## src/rtl/ps2_host_tx.sv

```systemverilog
// Host-to-device PS/2 transmitter: request-to-send, shift a command byte out on
// device clocks, check the device ACK. Lines are only ever pulled low via output enables.
module ps2_host_tx #(
   parameter int INHIBIT_CYCLES = 10000,
   parameter int TIMEOUT_CYCLES = 1500000,
   parameter int SYNC_STAGES    = 2
) (
   input  logic       clk_in,
   input  logic       rst_in,
   input  logic [7:0] data_in,
   input  logic       valid_in,
   output logic       ready_out,
   input  logic       ps2_clk_in,
   input  logic       ps2_data_in,
   output logic       ps2_clk_oe_out,
   output logic       ps2_data_oe_out,
   output logic       busy_out,
   output logic       done_out,
   output logic       error_out
);

   localparam int CNT_MAX = (INHIBIT_CYCLES > TIMEOUT_CYCLES) ? INHIBIT_CYCLES : TIMEOUT_CYCLES;
   localparam int CNT_W   = $clog2(CNT_MAX + 1);
   localparam logic [CNT_W-1:0] INH_LAST = CNT_W'(INHIBIT_CYCLES - 1);
   localparam logic [CNT_W-1:0] INH_DATA = CNT_W'(INHIBIT_CYCLES - 2);
   localparam logic [CNT_W-1:0] TO_LAST  = CNT_W'(TIMEOUT_CYCLES - 1);
   localparam logic             INH_ONE  = (INHIBIT_CYCLES == 1);

   typedef enum logic [2:0] {
      IDLE, INHIBIT, REQ, SEND, ACK, WAIT_IDLE, RECOVER
   } state_t;

   function automatic logic odd_parity(input logic [7:0] d);
      return ~^d;
   endfunction

   state_t                 state_r, state_s;
   logic [CNT_W-1:0]       cnt_r, cnt_s;
   logic [8:0]             shift_r, shift_s;
   logic [3:0]             bit_cnt_r, bit_cnt_s;
   logic [SYNC_STAGES-1:0] clk_sync_r, data_sync_r;
   logic                   clk_prev_r;
   logic                   clk_oe_r, clk_oe_s, data_oe_r, data_oe_s;
   logic                   ready_r, ready_s, busy_r, busy_s;
   logic                   done_r, done_s, error_r, error_s;
   logic                   clk_cur_s, data_cur_s, fall_s, timeout_s;

   assign clk_cur_s  = clk_sync_r[SYNC_STAGES-1];
   assign data_cur_s = data_sync_r[SYNC_STAGES-1];
   assign fall_s     = clk_prev_r & ~clk_cur_s;
   assign timeout_s  = (cnt_r == TO_LAST);

   // Synchronize the raw bus lines; idle level is high.
   always_ff @(posedge clk_in) begin
      if (rst_in) begin
         clk_sync_r  <= {SYNC_STAGES{1'b1}};
         data_sync_r <= {SYNC_STAGES{1'b1}};
         clk_prev_r  <= 1'b1;
      end else begin
         clk_sync_r  <= {clk_sync_r[SYNC_STAGES-2:0], ps2_clk_in};
         data_sync_r <= {data_sync_r[SYNC_STAGES-2:0], ps2_data_in};
         clk_prev_r  <= clk_cur_s;
      end
   end

   // Next-state and next-output logic; every output is registered below.
   always_comb begin
      state_s   = state_r;
      cnt_s     = cnt_r;
      shift_s   = shift_r;
      bit_cnt_s = bit_cnt_r;
      clk_oe_s  = 1'b0;
      data_oe_s = data_oe_r;
      done_s    = 1'b0;
      error_s   = 1'b0;
      case (state_r)
         IDLE: begin
            data_oe_s = 1'b0;
            if (valid_in && ready_r) begin
               shift_s   = {odd_parity(data_in), data_in};
               cnt_s     = {CNT_W{1'b0}};
               bit_cnt_s = 4'd0;
               clk_oe_s  = 1'b1;
               data_oe_s = INH_ONE;
               state_s   = INHIBIT;
            end else begin
               state_s = IDLE;
            end
         end
         INHIBIT: begin
            clk_oe_s = 1'b1;
            cnt_s    = cnt_r + CNT_W'(1);
            // Start bit goes low one cycle before the clock is released.
            if (cnt_r == INH_DATA) begin
               data_oe_s = 1'b1;
            end else begin
               data_oe_s = data_oe_r;
            end
            if (cnt_r == INH_LAST) begin
               clk_oe_s  = 1'b0;
               data_oe_s = 1'b1;
               cnt_s     = {CNT_W{1'b0}};
               state_s   = REQ;
            end else begin
               state_s = INHIBIT;
            end
         end
         REQ, SEND: begin
            cnt_s = cnt_r + CNT_W'(1);
            if (fall_s) begin
               cnt_s = {CNT_W{1'b0}};
               if (state_r == SEND && bit_cnt_r == 4'd9) begin
                  data_oe_s = 1'b0;
                  state_s   = ACK;
               end else begin
                  data_oe_s = ~shift_r[0];
                  shift_s   = {1'b1, shift_r[8:1]};
                  bit_cnt_s = bit_cnt_r + 4'd1;
                  state_s   = SEND;
               end
            end else if (timeout_s) begin
               data_oe_s = 1'b0;
               error_s   = 1'b1;
               state_s   = IDLE;
            end else begin
               state_s = state_r;
            end
         end
         ACK: begin
            cnt_s = cnt_r + CNT_W'(1);
            if (fall_s) begin
               cnt_s = {CNT_W{1'b0}};
               if (!data_cur_s) begin
                  state_s = WAIT_IDLE;
               end else begin
                  error_s = 1'b1;
                  state_s = RECOVER;
               end
            end else if (timeout_s) begin
               error_s = 1'b1;
               state_s = IDLE;
            end else begin
               state_s = ACK;
            end
         end
         WAIT_IDLE: begin
            cnt_s = cnt_r + CNT_W'(1);
            if (clk_cur_s && data_cur_s) begin
               done_s  = 1'b1;
               state_s = IDLE;
            end else if (timeout_s) begin
               error_s = 1'b1;
               state_s = IDLE;
            end else begin
               state_s = WAIT_IDLE;
            end
         end
         RECOVER: begin
            data_oe_s = 1'b0;
            state_s   = IDLE;
         end
         default: begin
            data_oe_s = 1'b0;
            state_s   = IDLE;
         end
      endcase
      // Hold ready low during the done/error pulse cycle.
      ready_s = (state_s == IDLE) && !done_s && !error_s;
      busy_s  = ~ready_s;
   end

   // State, datapath and output registers.
   always_ff @(posedge clk_in) begin
      if (rst_in) begin
         state_r   <= IDLE;
         cnt_r     <= {CNT_W{1'b0}};
         shift_r   <= 9'd0;
         bit_cnt_r <= 4'd0;
         clk_oe_r  <= 1'b0;
         data_oe_r <= 1'b0;
         ready_r   <= 1'b1;
         busy_r    <= 1'b0;
         done_r    <= 1'b0;
         error_r   <= 1'b0;
      end else begin
         state_r   <= state_s;
         cnt_r     <= cnt_s;
         shift_r   <= shift_s;
         bit_cnt_r <= bit_cnt_s;
         clk_oe_r  <= clk_oe_s;
         data_oe_r <= data_oe_s;
         ready_r   <= ready_s;
         busy_r    <= busy_s;
         done_r    <= done_s;
         error_r   <= error_s;
      end
   end

   assign ready_out       = ready_r;
   assign busy_out        = busy_r;
   assign done_out        = done_r;
   assign error_out       = error_r;
   assign ps2_clk_oe_out  = clk_oe_r;
   assign ps2_data_oe_out = data_oe_r;

endmodule

```

## config.mk

```make
export PLATFORM = sky130hd
export DESIGN_NAME = ps2_host_tx
export DESIGN_NICKNAME = d
export VERILOG_FILES = /design/src/rtl/ps2_host_tx.sv
export SDC_FILE = /design/constraint.sdc
export NUM_CORES = 1
export LEC_CHECK = 0
export BUFFER_PORTS_ARGS = -buffer_cell sky130_fd_sc_hd__buf_2
export CORE_MARGIN = 3
export CORE_UTILIZATION = 59
export CTS_BUF_LIST = sky130_fd_sc_hd__clkbuf_4 sky130_fd_sc_hd__clkbuf_8 sky130_fd_sc_hd__clkbuf_16
export DETAILED_ROUTE_END_ITERATION = 10
export HOLD_SLACK_MARGIN = 0.12
export PLACE_DENSITY = 0.78
export SYNTH_ARGS = -nofsm -noshare
export SYNTH_HDL_FRONTEND = slang
export SYNTH_SLANG_ARGS = --single-unit
```

## constraint.sdc

```tcl
create_clock -name clk_in -period 2.95 [get_ports clk_in]
set_clock_uncertainty 0.2 [all_clocks]
set_input_delay 0.1475 -clock clk_in [delete_from_list [all_inputs] [get_ports clk_in]]
set_output_delay 0.1475 -clock clk_in [all_outputs]
set_load 0.05 [all_outputs]
```

==> impl_metrics.toml <==
[outcome]
status = "finished, final reports clean"

[drt]
drc = 0
routed_via_density = 5.76
antenna_left = 0
post_drt_wl_per_cell_um = 13.8
met3_length_um = 275
drt_iter0_markers = 152
dr_wl_met2_um = 2210
wl_met1_um = 2450
num_vias = 2097
routed.top_layer = "met4"
firstDrtPassIters = 4
drt-total-wl_um = 5030

[power]
switchingPower_w = 0.000347
total_leakage_power_nw = 1.01
ir_drop_v = 0.000374
p_int_w = 0.000970
clkPwrFrac = 0.317
swShare = 0.263
power.density_nw_per_um2 = 475
seqPwrFrac = 0.534
combinationalPowerShare = 0.149

[worst_setup_path]
endpoint = "busy_out"
crit_fanout = 5
ff2ff_path_depth = 7
crit_type = "flop to flop"
crit_arrival_ps = 2550
cp_slowest_cell = "dfxtp_1"
crit_start = "cnt_r[0]"
cpPeakStageDelay_ps = 410
reg2reg_to = "busy_out"
cp-end-kind = "flop"
path_cells = "ha_1 -> and4_2 -> nand4_2 -> nor4_4 -> o21ai_1 -> a311o_1 -> or3_1"
worstReg2RegStart = "cnt_r[0]"
cp-start-kind = "flop"
r2r_slack_ps = 400
required_ps = 2950

[final_layout]
seq_area_um2 = 961
drive_above_1_share = 0.161
final_nets = 332
final_cell_mix = "dfxtp_1 (48), nor2_1 (45), nand2_1 (39)"
synthToLayoutAreaGrowth_pct = 13.8
mostFrequentLayoutCell = "dfxtp_1"
multi_input_area_um2 = 1390
n_fill_cell = 322
insertedDiodeCount = 0
finish.instance_area_um2 = 2770

[die]
die_area_um2 = 4940
start_util = 0.637
core-area_um2 = 3830
row_count = 22
die_h_um = 70.3
io_pins = 19
die_w_um = 70.3

[timing]
worst_pin_slew_ps = 641
tns_ps = 0
rsz0062_at_grt = "false"
setup_viol = 0
timing.final.crit_share = 0.865
post-route-min-period_ps = 2550
max_freq_mhz = 392
max-slew-margin-rel = 0.572
finalHoldViolations = 0
drv_slew = 0

[logic_synthesis]
synthArstFlopShare = 0
ys.flop_type = "dfxtp_1"
synthMuxAreaShare = 0
synth-compound-area-share = 0.134
ys_warn_count = 0
synth_top_family_by_area = "simple AND/OR/NAND/NOR gates"
synth.distinct_cells = 54
synth_area_per_cell_um2 = 8.58
synthSimpleGateAreaFrac = 0.323
synth_fa_ha_area_frac = 0.0205
ys_seq_area_frac = 0.394
synthXorXnorAreaFrac = 0.0935
synth_edf_count = 0
netlist_area_um2 = 2440
synth_nets = 301
ys_ff_latch = 48
synth_cells = 284

[placement]
dp_hpwl_um = 3430
placed_area_um2 = 2550
portBuffers = 18
gp_congestion = 0.894

[cts]
root_buffer = "clkbuf_8"
cts.sinks = 48
clk_pin_slew_ps = 80
insertion_delay_ps = 310
clk_path_buf_depth = 2
cts.htree.levels = 2
post_cts_buffers = 0
cts_buffers = 5
cts_tree = "built"

[global_routing]
grt_pass1_vias = 1928
grt_max_degree = 28
grt_usage = 0.220
antenna_found_initial = 0
overflow = 0
grt_pass1_wl_um = 8690

[flow_run]
cap_viol_max_count = 0

[hold_path]
hold_path.class = "flop to flop"
-- Yosys cell counts (3+ instances only) --
| cell | instances | share of area |
|---|---|---|
| ha_1 | 4 | 0.021 |
| a21oi_1 | 11 | 0.023 |
| buf_6 | 3 | 0.014 |
| nand2b_1 | 3 | 0.0077 |
| nor3_1 | 8 | 0.016 |
| buf_2 | 5 | 0.010 |
| dfxtp_1 | 48 | 0.39 |
| clkbuf_1 | 3 | 0.0046 |
| nor2_1 | 45 | 0.069 |
| and4_2 | 3 | 0.012 |
| xor2_1 | 10 | 0.036 |
| nand3_1 | 7 | 0.014 |
| xnor2_1 | 16 | 0.058 |
| a311oi_1 | 10 | 0.036 |
| nand4_1 | 10 | 0.026 |
| nand2_1 | 39 | 0.060 |
| o21ai_0 | 3 | 0.0062 |
| or2_2 | 6 | 0.015 |
| nor2b_1 | 4 | 0.010 |
| inv_1 | 4 | 0.0062 |
-- layout make-up --
class,instances,area share
Clock buffer,8,0.0352
Multi-Input combinational cell,221,0.502
Sequential cell,48,0.347
Tap cell,48,0.0217
Timing Repair Buffer,35,0.0894
Inverter,4,0.00542
-- stage by stage --
stage	util	instances	hold WS, ps	power (W)	worst slack [ps]
2_1_floorplan	-	284	51.3	0.000853	556
3_3_place_gp	0.667	344	129	0.000895	484
3_5_place_dp	0.667	344	134	0.000901	420
4_1_cts	0.724	364	212	0.00132	402
5_1_grt	0.724	364	227	0.00138	259
6_report	0.724	364	210	0.00132	399
-- cell families after synthesis --
| logic type | count (synthesis) |
|---|---|
| buf+inv | 15 |
| xor+xnor | 26 |
| flops | 48 |
| compound gates | 44 |
| simple gates | 147 |
| fa+ha+maj | 4 |
-- flip-flops by register name, indices dropped and copies added, names as in the netlist --
signal,flops
busy_out,1
clk_prev_r,1
ps2_data_oe_out,1
error_out,1
state_r,3
data_sync_r,2
done_out,1
ready_out,1
ps2_clk_oe_out,1
cnt_r,21
clk_sync_r,2
shift_r,9
bit_cnt_r,4
-- layer usage --
layer / track usage / vias up
li1: - / 1065
met1: 0.304 / 977
met2: 0.327 / 47
met3: 0.0403 / 8
met4: 0.104 / 0
met5: 0 / -
-- worst max-delay path, delay by kind of cell (launching register included) --
family	cells	cell delay, ps
compound gates	2	470
simple gates	4	1120
fa+ha+maj	1	240
flops	1	410
-- power groups by stage --
stage,clock network [W],registers (W),logic [W]
after detailed placement,0,0.000719,0.000182
after floorplan,0,0.000734,0.000119
after global placement,0,0.000717,0.000179
after global routing,0.000455,0.000709,0.000218
final,0.000417,0.000704,0.000196
after CTS,0.000426,0.000704,0.000195
-- repair_timing --
action,4_1_cts,5_1_grt
endpoints found under the hold margin,17,0
hold buffers,12,0
gates resized for setup,0,0
-- how the worst min path moves through the flow --
stage | start | endpoint | slack [ps] | depth (start not counted)
floorplan | ps2_clk_in | clk_sync_r[0] | 50 | 1
global placement | ps2_data_in | data_sync_r[0] | 130 | 2
detailed placement | ps2_data_in | data_sync_r[0] | 130 | 2
CTS | clk_sync_r[0] | clk_sync_r[1] | 210 | 1
global route | clk_sync_r[0] | clk_sync_r[1] | 230 | 1
finish | data_sync_r[0] | data_sync_r[1] | 210 | 1
No activity file was read; power rests on OpenSTA's default activity.
